==> src/rtl/parking_lot_occupancy.sv <==
`default_nettype none
// ============================================================================
//  Module   : parking_lot_occupancy
//  Purpose  : Per-lane two-beam entry/exit FSMs feeding a shared saturating
//             occupancy counter. Optional macro PARKING_LOT_SYNC_EN adds
//             2-FF sensor synchronizers (+2 cycles of latency).
//  Revision : 1.0
// ============================================================================
module parking_lot_occupancy #(
    parameter int LANES    = 2,
    parameter int CNT_W    = 8,
    parameter int CAPACITY = 200
) (
    input  logic             iCLK,
    input  logic             iRESET,
    input  logic [LANES-1:0] iA,
    input  logic [LANES-1:0] iB,
    input  logic             iCLR,
    output logic [LANES-1:0] oENTER,
    output logic [LANES-1:0] oEXIT,
    output logic [LANES-1:0] oERROR,
    output logic [CNT_W-1:0] oCOUNT,
    output logic             oFULL,
    output logic             oEMPTY,
    output logic             oOVF,
    output logic             oUNF
);

    localparam int SW = CNT_W + 4;
    localparam logic signed [SW-1:0] c_CAP = SW'(CAPACITY);

    typedef enum logic [3:0] {
        S_IDLE = 4'd0,
        S_EN0  = 4'd1,
        S_EN1  = 4'd2,
        S_EN2  = 4'd3,
        S_ENTD = 4'd4,
        S_EX0  = 4'd5,
        S_EX1  = 4'd6,
        S_EX2  = 4'd7,
        S_EXTD = 4'd8,
        S_ERR  = 4'd9
    } lane_state_t;

    logic [LANES-1:0] w_a;
    logic [LANES-1:0] w_b;
    logic [LANES-1:0] w_enter;
    logic [LANES-1:0] w_exit;
    logic [LANES-1:0] w_error;

`ifdef PARKING_LOT_SYNC_EN
    logic [LANES-1:0] r_a_meta;
    logic [LANES-1:0] r_a_sync;
    logic [LANES-1:0] r_b_meta;
    logic [LANES-1:0] r_b_sync;

    always_ff @(posedge iCLK or posedge iRESET) begin
        if (iRESET) begin
            r_a_meta <= '0;
            r_a_sync <= '0;
            r_b_meta <= '0;
            r_b_sync <= '0;
        end else begin
            r_a_meta <= iA;
            r_a_sync <= r_a_meta;
            r_b_meta <= iB;
            r_b_sync <= r_b_meta;
        end
    end

    assign w_a = r_a_sync;
    assign w_b = r_b_sync;
`else
    assign w_a = iA;
    assign w_b = iB;
`endif

    for (genvar gi = 0; gi < LANES; gi++) begin : g_lane
        lane_state_t r_state;
        lane_state_t w_next;
        logic [1:0]  w_ab;
        logic        w_ent;
        logic        w_ext;
        logic        w_err;

        assign w_ab = {w_a[gi], w_b[gi]};

        always_ff @(posedge iCLK or posedge iRESET) begin
            if (iRESET) r_state <= S_IDLE;
            else        r_state <= w_next;
        end

        // Codes not listed for a state hold it; terminal states ignore sensors.
        always_comb begin
            w_next = r_state;
            w_ent  = 1'b0;
            w_ext  = 1'b0;
            w_err  = 1'b0;
            case (r_state)
                S_IDLE: case (w_ab)
                    2'b10:   w_next = S_EN0;
                    2'b01:   w_next = S_EX0;
                    2'b11:   w_next = S_ERR;
                    default: w_next = r_state;
                endcase
                S_EN0: case (w_ab)
                    2'b00:   w_next = S_IDLE;
                    2'b01:   w_next = S_ERR;
                    2'b11:   w_next = S_EN1;
                    default: w_next = r_state;
                endcase
                S_EN1: case (w_ab)
                    2'b00:   w_next = S_ERR;
                    2'b01:   w_next = S_EN2;
                    2'b10:   w_next = S_EN0;
                    default: w_next = r_state;
                endcase
                S_EN2: case (w_ab)
                    2'b00:   w_next = S_ENTD;
                    2'b10:   w_next = S_ERR;
                    2'b11:   w_next = S_EN1;
                    default: w_next = r_state;
                endcase
                S_EX0: case (w_ab)
                    2'b00:   w_next = S_IDLE;
                    2'b10:   w_next = S_ERR;
                    2'b11:   w_next = S_EX1;
                    default: w_next = r_state;
                endcase
                S_EX1: case (w_ab)
                    2'b00:   w_next = S_ERR;
                    2'b10:   w_next = S_EX2;
                    2'b01:   w_next = S_EX0;
                    default: w_next = r_state;
                endcase
                S_EX2: case (w_ab)
                    2'b00:   w_next = S_EXTD;
                    2'b01:   w_next = S_ERR;
                    2'b11:   w_next = S_EX1;
                    default: w_next = r_state;
                endcase
                S_ENTD: begin
                    w_ent  = 1'b1;
                    w_next = S_IDLE;
                end
                S_EXTD: begin
                    w_ext  = 1'b1;
                    w_next = S_IDLE;
                end
                S_ERR: begin
                    w_err  = 1'b1;
                    w_next = S_IDLE;
                end
                default: w_next = S_ERR;
            endcase
        end

        assign w_enter[gi] = w_ent;
        assign w_exit[gi]  = w_ext;
        assign w_error[gi] = w_err;
    end

    logic [CNT_W-1:0]     r_count;
    logic                 r_ovf;
    logic                 r_unf;
    logic signed [SW-1:0] w_e_cnt;
    logic signed [SW-1:0] w_x_cnt;
    logic signed [SW-1:0] w_new;

    // Wide signed sum so over/underflow are visible before saturation.
    always_comb begin
        w_e_cnt = '0;
        w_x_cnt = '0;
        for (int i = 0; i < LANES; i++) begin
            w_e_cnt = w_e_cnt + SW'(w_enter[i]);
            w_x_cnt = w_x_cnt + SW'(w_exit[i]);
        end
        w_new = $signed({4'b0000, r_count}) + w_e_cnt - w_x_cnt;
    end

    always_ff @(posedge iCLK or posedge iRESET) begin
        if (iRESET) begin
            r_count <= '0;
            r_ovf   <= 1'b0;
            r_unf   <= 1'b0;
        end else if (iCLR) begin
            r_count <= '0;
            r_ovf   <= 1'b0;
            r_unf   <= 1'b0;
        end else if (w_new[SW-1]) begin
            r_count <= '0;
            r_unf   <= 1'b1;
        end else if (w_new > c_CAP) begin
            r_count <= CNT_W'(CAPACITY);
            r_ovf   <= 1'b1;
        end else begin
            r_count <= w_new[CNT_W-1:0];
        end
    end

    assign oENTER = w_enter;
    assign oEXIT  = w_exit;
    assign oERROR = w_error;
    assign oCOUNT = r_count;
    assign oFULL  = (r_count >= CNT_W'(CAPACITY));
    assign oEMPTY = (r_count == '0);
    assign oOVF   = r_ovf;
    assign oUNF   = r_unf;

endmodule
`default_nettype wire

==> config.mk <==
export PLATFORM = sky130hd
export DESIGN_NAME = parking_lot_occupancy
export DESIGN_NICKNAME = d
export VERILOG_FILES = /design/src/rtl/parking_lot_occupancy.sv
export SDC_FILE = /design/constraint.sdc
export NUM_CORES = 1
export LEC_CHECK = 0
export ABC_CLOCK_PERIOD_IN_PS = 5100
export CAP_MARGIN = 30
export CORE_MARGIN = 4
export CORE_UTILIZATION = 59
export CTS_BUF_LIST = sky130_fd_sc_hd__clkbuf_4
export CTS_CLUSTER_SIZE = 14
export DETAILED_ROUTE_END_ITERATION = 7
export PLACE_DENSITY = 0.9
export SLEW_MARGIN = 0
export SYNTH_ARGS = -nofsm -noshare
export SYNTH_HDL_FRONTEND = slang
export SYNTH_SLANG_ARGS = --single-unit
==> constraint.sdc <==
create_clock -name iCLK -period 5.1 [get_ports iCLK]
set_input_delay 0.51 -clock iCLK [delete_from_list [all_inputs] [get_ports iCLK]]
set_output_delay 0.51 -clock iCLK [all_outputs]
set_load 0.02 [all_outputs]
==> flow_summary_export.csv <==
group,metric,value,unit
outcome,status,"complete, no violations",
placed_design,io_buffers,24,
clock_tree,postCtsSetupBuffers,0,
timing,slew_headroom,0.555,
yosys,synth_top_cells_by_count,"ha_1, inv_1, dfrtp_1, nor2_1",
clock_tree,root_buffer,"clkbuf_4",
setup_path,startpoint,"g_lane[0].r_state[2]$_DFFE_PP0P_",
timing,rsz0062_at_grt,"false",
clock_tree,htreeDepth,1,
floorplanning,start_util,0.627,
final_layout,n_antenna_cell,0,
detailed_routing,finalWirelength,4660,microns
setup_path,rrSetupSlack,1.07,ns
final_layout,fin_nets,306,
flow_run,cap_violations,0,
detailed_routing,final_antenna_net_count,0,
timing,fin_crit,4.03,ns
timing,clock-skew-final,0.00148,ns
clock_tree,cts_buffer_depth,2,
final_layout,drive_gt1_frac,0.0642,
detailed_routing,route.detailed.drc,0,
final_layout,final_cell_area,2380,sq um
yosys,syn_nets,295,
min_path,min_path_type,"reg2reg",
yosys,ys_ff_latch,18,
clock_tree,cts_buffers,3,
yosys,synth_area,2160,sq um
placed_design,placed_area,2350,sq um
floorplanning,num_io_pins,25,
yosys,synth_edf_count,0,
global_route,grt_start_max_net_pins,19,
clock_tree,cts.clk_slew.worst_paths,0.10,ns
yosys,ys_seq_area_frac,0.209,
power_and_ir_drop,vdd_ir_drop_max,0.419,mV
timing,fmax,248,MHz
setup_path,r2r_cells,14,
setup_path,cp-endpoint,"oCOUNT[3]$_DFF_PP0_",
setup_path,r2r_end,"oCOUNT[3]$_DFF_PP0_",
power_and_ir_drop,netSwitchingPower,802,uW
power_and_ir_drop,pwr-share-seq,0.205,
yosys,yosys.area.top_type,"dfrtp_1",
power_and_ir_drop,cellLeakagePower,1.06,nW
global_route,grt_pass1_wl,7970,microns
timing,finalCritPeriodShare,0.790,
setup_path,path_delay_family,"adder cells",
clock_tree,ctsHoldBuffers,0,
setup_path,arrival,4.27,ns
detailed_routing,drtIter0Drc,178,
power_and_ir_drop,p_int,730,uW
yosys,ys_types,61,
clock_tree,cts.repair.resized,0,
yosys,synth_top_area_frac,0.209,
placed_design,dp_hpwl,3700,microns
power_and_ir_drop,p_per_area,645,nW/um^2
detailed_routing,drt_first_pass_iters,4,
floorplanning,rows,21,
yosys,syn-instance-count,256,
yosys,synthArstFlopShare,1.00,
detailed_routing,viasPerCell,5.98,
final_layout,area_growth_syn_to_layout,10.1,%
setup_path,crit_type,"reg2reg",
setup_path,path_max_fanout,17,
timing,layout_setup_ws,1.07,ns
setup_path,cpMaxStageDelayCell,"dfrtp_1",
setup_path,max_stage_delay,0.56,ns
setup_path,endpoint_kind,"flop",
setup_path,crit_top_cell,"fa_1",
clock_tree,cts.sinks,18,
floorplanning,die_y,68.5,microns
global_route,grt_overflow_total,0,
floorplanning,core-area,3440,sq um
setup_path,r2r-start,"g_lane[0].r_state[2]$_DFFE_PP0P_",
timing,hold_viol_final,0,
global_route,grt_antenna_before_repair,0,
yosys,yosysWarnings,0,
yosys,synth_ff_type,"dfrtp_1",
timing,setup_viol,0,
setup_path,critPathLaunchType,"flop",
timing,worst_pin_slew,0.667,ns
detailed_routing,wire_per_inst,15.0,microns
yosys,syn_avg_cell_area,8.43,sq um
timing,setup_tns,0,ns
power_and_ir_drop,pwr-share-comb,0.750,
final_layout,n_fill_cell,272,
clock_tree,cts_tree,"done",
floorplanning,die_x,68.5,microns
detailed_routing,vias,1861,
setup_path,crit_chain,"nor2_1, nand2_1, or2_2, fa_1, inv_1, fa_1, inv_1, ha_1, fa_1, nand2b_1, a211oi_1, o311ai_1, a311oi_2, o31a_2",
power_and_ir_drop,clock_power_share,0.046,
clock_tree,clkLatencyLatePin,0.29,ns
placed_design,gp_congestion,0.915,
placed_design,place_ws,1.14,ns
power_and_ir_drop,power,1.53,mW
setup_path,critPathBufInv,2,
yosys,synth_area_leaders,"dfrtp_1, ha_1, inv_1",
yosys,synth.most_common_cell,"ha_1",
timing,slew_viol_final,0,
floorplanning,die_area,4690,sq um
power_and_ir_drop,netSwitchingFraction,0.524,
global_route,grt_usage,0.224,
setup_path,crit_cells,14,
setup_path,crit_required,5.34,ns
global_route,grt_pass1_vias,1701,
==> power by group through the flow <==
| stage | clock (mW) | sequential, mW | combinational (mW) |
|---|---|---|---|
| floorplan | 0 | 0.266 | 0.916 |
| finish | 0.0698 | 0.313 | 1.15 |
| global placement | 0 | 0.310 | 1.09 |
| detailed placement | 0 | 0.314 | 1.13 |
| CTS | 0.0717 | 0.310 | 1.14 |
| global route | 0.0772 | 0.331 | 1.27 |
==> worst min-delay path by stage <==
stage	slack (ns)	start	depth (start not counted)	end
after CTS	0.53	oUNF$_DFFE_PP0P_	2	oUNF$_DFFE_PP0P_
after global placement	0.50	oUNF$_DFFE_PP0P_	2	oUNF$_DFFE_PP0P_
after detailed placement	0.51	oUNF$_DFFE_PP0P_	2	oUNF$_DFFE_PP0P_
after global routing	0.57	oUNF$_DFFE_PP0P_	2	oUNF$_DFFE_PP0P_
final	0.52	oUNF$_DFFE_PP0P_	2	oUNF$_DFFE_PP0P_
after floorplan	0.45	iRESET	1	g_lane[0].r_state[0]$_DFFE_PP0P_
==> layer usage <==
metal / track usage / vias up / wire (microns) / part of all wire
met5: 0 / - / 0 / 0
met4: 0.0720 / 0 / 69 / 0.015
met3: 0.0279 / 8 / 252 / 0.054
met2: 0.352 / 62 / 2180 / 0.47
met1: 0.317 / 870 / 2150 / 0.46
li1: - / 921 / - / -
==> registers in the layout, summed over array words and instances, names as in the netlist <==
name	count
oCOUNT	8
oUNF	1
g_lane.r_state	8
oOVF	1
==> cells in the final DEF (no fill, tap or decap), types with 3 or more instances in the layout <==
cell	instances
and3_1	4
clkdlybuf4s50_1	24
ha_1	29
a211oi_1	3
mux2i_1	5
nor3_1	6
mux2_2	4
nor4_1	4
nand3_1	7
dfrtp_1	18
xnor2_1	3
nand3b_1	3
fa_1	3
a21oi_1	14
nor2b_1	5
nand2b_1	6
nand4_1	3
nor2_1	16
clkbuf_4	3
nand2_1	12
a31oi_1	3
xor2_1	3
nor4b_1	3
o21ai_0	14
inv_1	27
==> stage by stage <==
stage / hold WS, ns / std cells / util
after detailed placement: 0.508 / 308 / 0.684
after global placement: 0.497 / 308 / 0.684
after global routing: 0.568 / 311 / 0.690
after CTS: 0.530 / 311 / 0.690
after floorplan: 0.449 / 256 / -
final: 0.517 / 311 / 0.690
==> worst reg2reg max path, stage by stage (launching register included) <==
cell      delay, ns
dfrtp_1        0.56
nor2_1         0.34
nand2_1        0.08
or2_2          0.31
fa_1           0.51
inv_1          0.06
fa_1           0.36
inv_1          0.07
ha_1           0.17
fa_1           0.21
nand2b_1       0.11
a211oi_1       0.32
o311ai_1       0.22
a311oi_2       0.46
o31a_2         0.20
==> cells by family after synthesis <==
| family | count (synthesis) | synth area share |
|---|---|---|
| simple gates | 81 | 0.212 |
| fa+ha+maj | 32 | 0.196 |
| flops | 18 | 0.209 |
| compound gates | 64 | 0.213 |
| xor+xnor | 7 | 0.0319 |
| buf+inv | 45 | 0.0945 |
| mux | 9 | 0.0441 |
==> final cells by class <==
cell class                      instances  area (sq um)  area share
Multi-Input combinational cell        193          1500       0.633
Tap cell                               46          57.6      0.0242
Sequential cell                        18           450       0.190
Clock buffer                            3          22.5     0.00948
Timing Repair Buffer                   24           240       0.101
Inverter                               27           101      0.0427
(Power assumes the default switching activity.)
